==> config.mk <==
export PLATFORM = sky130hd
export DESIGN_NAME = rst_seq
export DESIGN_NICKNAME = d
export VERILOG_FILES = /design/src/rtl/rst_seq_pkg.sv /design/src/rtl/rst_seq_cnt.sv /design/src/rtl/rst_seq.sv
export SDC_FILE = /design/constraint.sdc
export NUM_CORES = 1
export LEC_CHECK = 0
export ABC_AREA = 1
export BUFFER_PORTS_ARGS = -buffer_cell sky130_fd_sc_hd__buf_2
export CAP_MARGIN = 15
export CORE_AREA = 4 4 77 79
export CTS_BUF_LIST = sky130_fd_sc_hd__clkbuf_8 sky130_fd_sc_hd__clkbuf_16
export DETAILED_ROUTE_END_ITERATION = 12
export DIE_AREA = 0 0 81 83
export MAX_ROUTING_LAYER = met4
export PLACE_DENSITY = 0.44
export SLEW_MARGIN = 10
export SYNTH_ARGS = -nofsm -noshare
export SYNTH_HDL_FRONTEND = slang
export SYNTH_HIERARCHICAL = 1
export SYNTH_SLANG_ARGS = --single-unit
==> constraint.sdc <==
create_clock -name clk_i -period 1.6 [get_ports clk_i]
set_input_delay 0.48 -clock clk_i [delete_from_list [all_inputs] [get_ports clk_i]]
set_output_delay 0.48 -clock clk_i [all_outputs]
set_load 0.01 [all_outputs]
==> src/rtl/rst_seq_pkg.sv <==
// Shared types and width helpers for the staged reset sequencer.
// Optional WAIT_READY timeout is enabled with RST_SEQ_TIMEOUT_EN.
package rst_seq_pkg;

  typedef enum logic [2:0] {
    S_HOLD,
    S_RELEASE,
    S_WAIT,
    S_GAP,
    S_DONE,
    S_REASSERT
  } rst_seq_state_e;

  function automatic int cnt_width(input int max);
    return (max < 1) ? 1 : $clog2(max + 1);
  endfunction

  function automatic int max3(input int a, input int b, input int c);
    int m;
    m = (a > b) ? a : b;
    return (m > c) ? m : c;
  endfunction

endpackage

==> src/rtl/rst_seq_cnt.sv <==
// Loadable saturating up-counter with clear, enable and terminal match.
// Shared by every timed state of the reset sequencer.
module rst_seq_cnt #(
  parameter int W = 4
) (
  input  logic         clk_i,
  input  logic         rst_i,
  input  logic         clr_i,
  input  logic         en_i,
  input  logic         load_i,
  input  logic [W-1:0] load_val_i,
  input  logic [W-1:0] term_i,
  output logic         match_o
);

  logic [W-1:0] cnt_q;
  logic [W-1:0] cnt_d;

  always_comb begin
    cnt_d = cnt_q;
    if (clr_i) begin
      cnt_d = '0;
    end else if (load_i) begin
      cnt_d = load_val_i;
    end else if (en_i && (cnt_q != '1)) begin
      cnt_d = cnt_q + W'(1);
    end
  end

  always_ff @(posedge clk_i) begin
    if (rst_i) begin
      cnt_q <= '0;
    end else begin
      cnt_q <= cnt_d;
    end
  end

  assign match_o = (cnt_q == term_i);

endmodule

==> src/rtl/rst_seq.sv <==
// Staged reset release sequencer with software reassert handshake.
// Define RST_SEQ_TIMEOUT_EN to bound each WAIT_READY by ACK_TIMEOUT.
module rst_seq
  import rst_seq_pkg::*;
#(
  parameter int NUM_STAGES  = 4,
  parameter int HOLD_CYCLES = 8,
  parameter int STAGE_GAP   = 4,
  parameter int ACK_TIMEOUT = 64
) (
  input  logic                              clk_i,
  input  logic                              rst_i,
  output logic [NUM_STAGES-1:0]             stage_rst_o,
  input  logic [NUM_STAGES-1:0]             stage_ready_i,
  output logic [cnt_width(NUM_STAGES)-1:0]  stage_idx_o,
  output logic                              done_o,
  output logic                              timeout_o,
  input  logic                              sw_req_i,
  output logic                              sw_ack_o
);

  localparam int IW = cnt_width(NUM_STAGES);
  localparam int CW = cnt_width(max3(HOLD_CYCLES, STAGE_GAP, ACK_TIMEOUT));
  localparam logic [CW-1:0] HOLD_T = CW'(HOLD_CYCLES - 1);
  localparam logic [CW-1:0] GAP_T  = CW'((STAGE_GAP > 0) ? STAGE_GAP - 1 : 0);
  localparam logic [IW-1:0] LAST   = IW'(NUM_STAGES - 1);
`ifdef RST_SEQ_TIMEOUT_EN
  localparam logic [CW-1:0] ACK_T  = CW'(ACK_TIMEOUT - 1);
`endif

  rst_seq_state_e state_q, state_d;
  logic [IW-1:0]         idx_q, idx_d;
  logic [NUM_STAGES-1:0] srst_q, srst_d;
  logic                  done_q, done_d;
  logic                  ack_q, ack_d;
  logic                  tmo_q, tmo_d;

  logic          cnt_clr;
  logic          cnt_en;
  logic [CW-1:0] cnt_term;
  logic          cnt_match;
  logic          rdy_sel;
  logic          adv;

  rst_seq_cnt #(
    .W (CW)
  ) u_cnt (
    .clk_i      (clk_i),
    .rst_i      (rst_i),
    .clr_i      (cnt_clr),
    .en_i       (cnt_en),
    .load_i     (1'b0),
    .load_val_i ('0),
    .term_i     (cnt_term),
    .match_o    (cnt_match)
  );

  // Only the stage being released is ever looked at.
  always_comb begin
    rdy_sel = 1'b0;
    for (int k = 0; k < NUM_STAGES; k++) begin
      if (idx_q == IW'(k)) rdy_sel = stage_ready_i[k];
    end
  end

  always_comb begin
    state_d  = state_q;
    idx_d    = idx_q;
    srst_d   = srst_q;
    done_d   = done_q;
    ack_d    = 1'b0;
    tmo_d    = tmo_q;
    cnt_clr  = 1'b0;
    cnt_en   = 1'b0;
    cnt_term = HOLD_T;
    adv      = 1'b0;
    unique case (state_q)
      S_HOLD, S_REASSERT: begin
        cnt_en = 1'b1;
        if (cnt_match) begin
          cnt_clr = 1'b1;
          state_d = S_RELEASE;
          ack_d   = (state_q == S_REASSERT);
        end
      end
      S_RELEASE: begin
        for (int k = 0; k < NUM_STAGES; k++) begin
          if (idx_q == IW'(k)) srst_d[k] = 1'b0;
        end
        cnt_clr = 1'b1;
        state_d = S_WAIT;
      end
      S_WAIT: begin
`ifdef RST_SEQ_TIMEOUT_EN
        cnt_en   = 1'b1;
        cnt_term = ACK_T;
        adv      = rdy_sel | cnt_match;
        if (!rdy_sel && cnt_match) tmo_d = 1'b1;
`else
        adv      = rdy_sel;
`endif
        if (adv) begin
          cnt_clr = 1'b1;
          if (idx_q == LAST) begin
            state_d = S_DONE;
            done_d  = 1'b1;
          end else if (STAGE_GAP == 0) begin
            state_d = S_RELEASE;
            idx_d   = idx_q + IW'(1);
          end else begin
            state_d = S_GAP;
          end
        end
      end
      S_GAP: begin
        cnt_en   = 1'b1;
        cnt_term = GAP_T;
        if (cnt_match) begin
          cnt_clr = 1'b1;
          state_d = S_RELEASE;
          idx_d   = idx_q + IW'(1);
        end
      end
      S_DONE: begin
        if (sw_req_i) begin
          state_d = S_REASSERT;
          srst_d  = '1;
          done_d  = 1'b0;
          idx_d   = '0;
          cnt_clr = 1'b1;
        end
      end
      default: begin
        state_d = S_HOLD;
        cnt_clr = 1'b1;
      end
    endcase
  end

  always_ff @(posedge clk_i) begin
    if (rst_i) begin
      state_q <= S_HOLD;
      idx_q   <= '0;
      srst_q  <= '1;
      done_q  <= 1'b0;
      ack_q   <= 1'b0;
      tmo_q   <= 1'b0;
    end else begin
      state_q <= state_d;
      idx_q   <= idx_d;
      srst_q  <= srst_d;
      done_q  <= done_d;
      ack_q   <= ack_d;
      tmo_q   <= tmo_d;
    end
  end

  assign stage_rst_o = srst_q;
  assign stage_idx_o = idx_q;
  assign done_o      = done_q;
  assign sw_ack_o    = ack_q;
`ifdef RST_SEQ_TIMEOUT_EN
  assign timeout_o   = tmo_q;
`else
  assign timeout_o   = 1'b0;
`endif

endmodule

==> flow_metrics.tcl <==
set metrics [dict create \
    drtIter0Drc 36 \
    slowest_delay_ns 0.37 \
    drive_above_1_share_pct 37.02 \
    crit_chain "ha_4 -> ha_4 -> inv_2 -> nand3_2 -> nor2_2 -> nand2_2 -> nand4_4 -> inv_2 -> nor2_4 -> inv_2 -> nor2_1 -> nand3_1 -> inv_1" \
    synth.yosys.seq_area_share_pct 29.51 \
    finalHoldViolations 0 \
    worst_path_max_delay_cell "dfxtp_4" \
    start_util_pct 24.14 \
    ys_ff_latch 19 \
    hold_start "done_o" \
    critPathCaptureType "register" \
    wl_per_cell_um 9.590 \
    num-nets-final 276 \
    portBuffers 15 \
    insertion_delay_ns 0.26 \
    drc 0 \
    path_delay_family "simple AND/OR/NAND/NOR gates" \
    fp.dieW_um 81 \
    synth_ff_type "dfxtp_1" \
    power_frac_seq_pct 28.6 \
    p_clk_share_pct 14.8 \
    syn_area_per_cell_sq_um 6.712 \
    synth_cell_types 28 \
    cts.reportedPaths.clkPinSlew_ns 0.09 \
    switching_share_pct 42.92 \
    cts_hold_buf 0 \
    grt_pass1_wl_mm 5.395 \
    finalSetupViolCount 3 \
    cap_violations 0 \
    grt_usage_pct 10.35 \
    clock_skew_ns 0.006786 \
    required_ns 1.81 \
    area_growth_pct 48.54 \
    rr_worst_depth 13 \
    routed_wl_mm 3.203 \
    reg2reg_from "stage_idx_o[1]" \
    outcome "finished with violations" \
    ant_nets 0 \
    post-route-period-util_pct 102.0 \
    rows 27 \
    cp_common_cell "inv_2" \
    dp_hpwl_mm 2.572 \
    synth_cells 192 \
    rsz0062_at_grt "true" \
    cp.arrival_ns 1.84 \
    antenna_cells 0 \
    viasPerCell 3.895 \
    vdd_ir_drop_max_mv 0.5237 \
    drv_slew 0 \
    grt_pass1_vias 1187 \
    cts_root_buffer "clkbuf_8" \
    place_ws_ns -0.1101 \
    netSwitchingPower_mw 1.053 \
    cts_max_level 1 \
    crit_buf_inv 4 \
    period_minus_slack_ns 1.631 \
    cts_tree "built" \
    violations "negative setup slack" \
    mostFrequentLayoutCells "38 x nand2_1, 34 x buf_4, 26 x nor2_1" \
    total_power_mw 2.454 \
    leakagePower_nw 0.9232 \
    numCtsBuffers 3 \
    cp_num_cells 13 \
    die_y_um 83 \
    max_freq_mhz 613.0 \
    grt_overflow_total 0 \
    synth.cell_area_sq_um 1289 \
    place.gp.congestion 0.8138 \
    ys.warnings.count 6 \
    p_per_area_nw_per_um2 1282 \
    antenna_found_initial 0 \
    min_path_cells 2 \
    cts.sinks 19 \
    critPathKind "reg2reg" \
    grt_max_degree 13 \
    internal-power_mw 1.401 \
    layout_commonest_cell "nand2_1" \
    worstSetupStartpoint "stage_idx_o[1]" \
    hold_path_class "reg2reg" \
    async_flop_share_pct 0 \
    synth_edf_count 0 \
    crit_path_max_fanout 6 \
    die_area_sq_um 6723 \
    layout_setup_ws_ns -0.03126 \
    vias 1301 \
    core-area_sq_um 5338 \
    start_kind "register" \
    num_io_pins 17 \
    dr.pass1.iters 4 \
    comb_power_share_pct 56.5 \
    clockBufferDepth 2 \
]
## Yosys cell counts, types with 2 or more instances
| library cell | count | area, sq um |
|---|---|---|
| conb_1 | 2 | 7.510 |
| o21ai_0 | 8 | 40.04 |
| nor2_1 | 31 | 116.4 |
| inv_1 | 25 | 93.84 |
| a21oi_1 | 4 | 20.02 |
| xor2_1 | 2 | 17.52 |
| buf_4 | 3 | 22.52 |
| nor3_1 | 4 | 20.02 |
| ha_1 | 6 | 75.07 |
| nand3_1 | 17 | 85.08 |
| nand2_1 | 41 | 153.9 |
| dfxtp_1 | 19 | 380.4 |
| nor2_2 | 2 | 12.51 |
| nand3_2 | 3 | 30.03 |
| o22ai_1 | 3 | 18.77 |
| xnor2_1 | 7 | 61.31 |
| o211ai_1 | 2 | 15.01 |
| nand4_1 | 2 | 12.51 |
| inv_2 | 2 | 7.510 |
## area by class of cell
cell class                      count  area [sq um]
Timing Repair Buffer               49         330.3
Sequential cell                    19         391.6
Tap cell                           72         90.09
Clock inverter                      1         7.507
Clock buffer                        3         41.29
Fill cell                         579          3423
Multi-Input combinational cell    162         943.4
Inverter                           28         110.1
## worst register-to-register path, delay by kind of cell (launching register included)
kind	cells	cell delay [ns]
buf+inv	4	0.21
simple gates	7	0.69
flops	1	0.37
fa+ha+maj	2	0.32
## final timing paths
| kind | endpoint | slack (ns) |
|---|---|---|
| min | done_o | 0.45 |
| max reg2reg | u_cnt/cnt_q[6] | -0.03 |
| min reg2reg | done_o | 0.45 |
| max | u_cnt/cnt_q[6] | -0.03 |
## power by group through the flow
stage / registers [mW] / clock network (mW) / logic [mW]
final: 0.703 / 0.364 / 1.39
after global routing: 0.720 / 0.398 / 1.55
after CTS: 0.693 / 0.381 / 1.38
after detailed placement: 0.708 / 0 / 1.30
after global placement: 0.706 / 0 / 1.32
after floorplan: 0.726 / 0 / 0.851
## registers in the layout, indices dropped and copies added, names as in the netlist
signal,cells
done_o,1
stage_idx_o,3
stage_rst_o,4
state_q,3
sw_ack_o,1
u_cnt/cnt_q,7
## per-stage QoR
step | setup TNS, ns | hold slack (ns) | cells | area (sq um) | util [%]
final | -0.05665 | 0.4538 | 334 | 1914 | 35.87
after global routing | -1.762 | 0.4729 | 334 | 1914 | 35.87
after CTS | -0.1333 | 0.4542 | 334 | 1899 | 35.58
after detailed placement | -0.7978 | 0.4360 | 324 | 1780 | 33.36
after global placement | -0.9105 | 0.4294 | 324 | 1780 | 33.36
after floorplan | 0 | 0.4695 | 212 | 1428 | -
## layer usage
metal | track usage [%] | wire length, um
met5 | - | 0
met4 | 2.304 | 16
met3 | 2.603 | 121
met2 | 14.19 | 1362
met1 | 15.12 | 1703
## kinds of logic (layout without fill, tap and decap cells)
group                      after synthesis  after routing  synth area share, %
AOI/OAI and AO/OA                       20             20                9.224
buffers and inverters                   31             81                10.29
xor gates and xnor gates                 9              9                6.117
adders and majority gates                6              6                5.825
DFF                                     19             19                29.51
other                                    2             22               0.5827
and+or+nand+nor                        105            105                38.45
## repair_timing
action,CTS,global route
gates resized for setup,10,4
setup endpoints to repair,13,13
pin swaps,11,0
hold endpoints to repair,0,0
buffers inserted,6,0
Note: power is estimated with default switching activity, not from simulation.
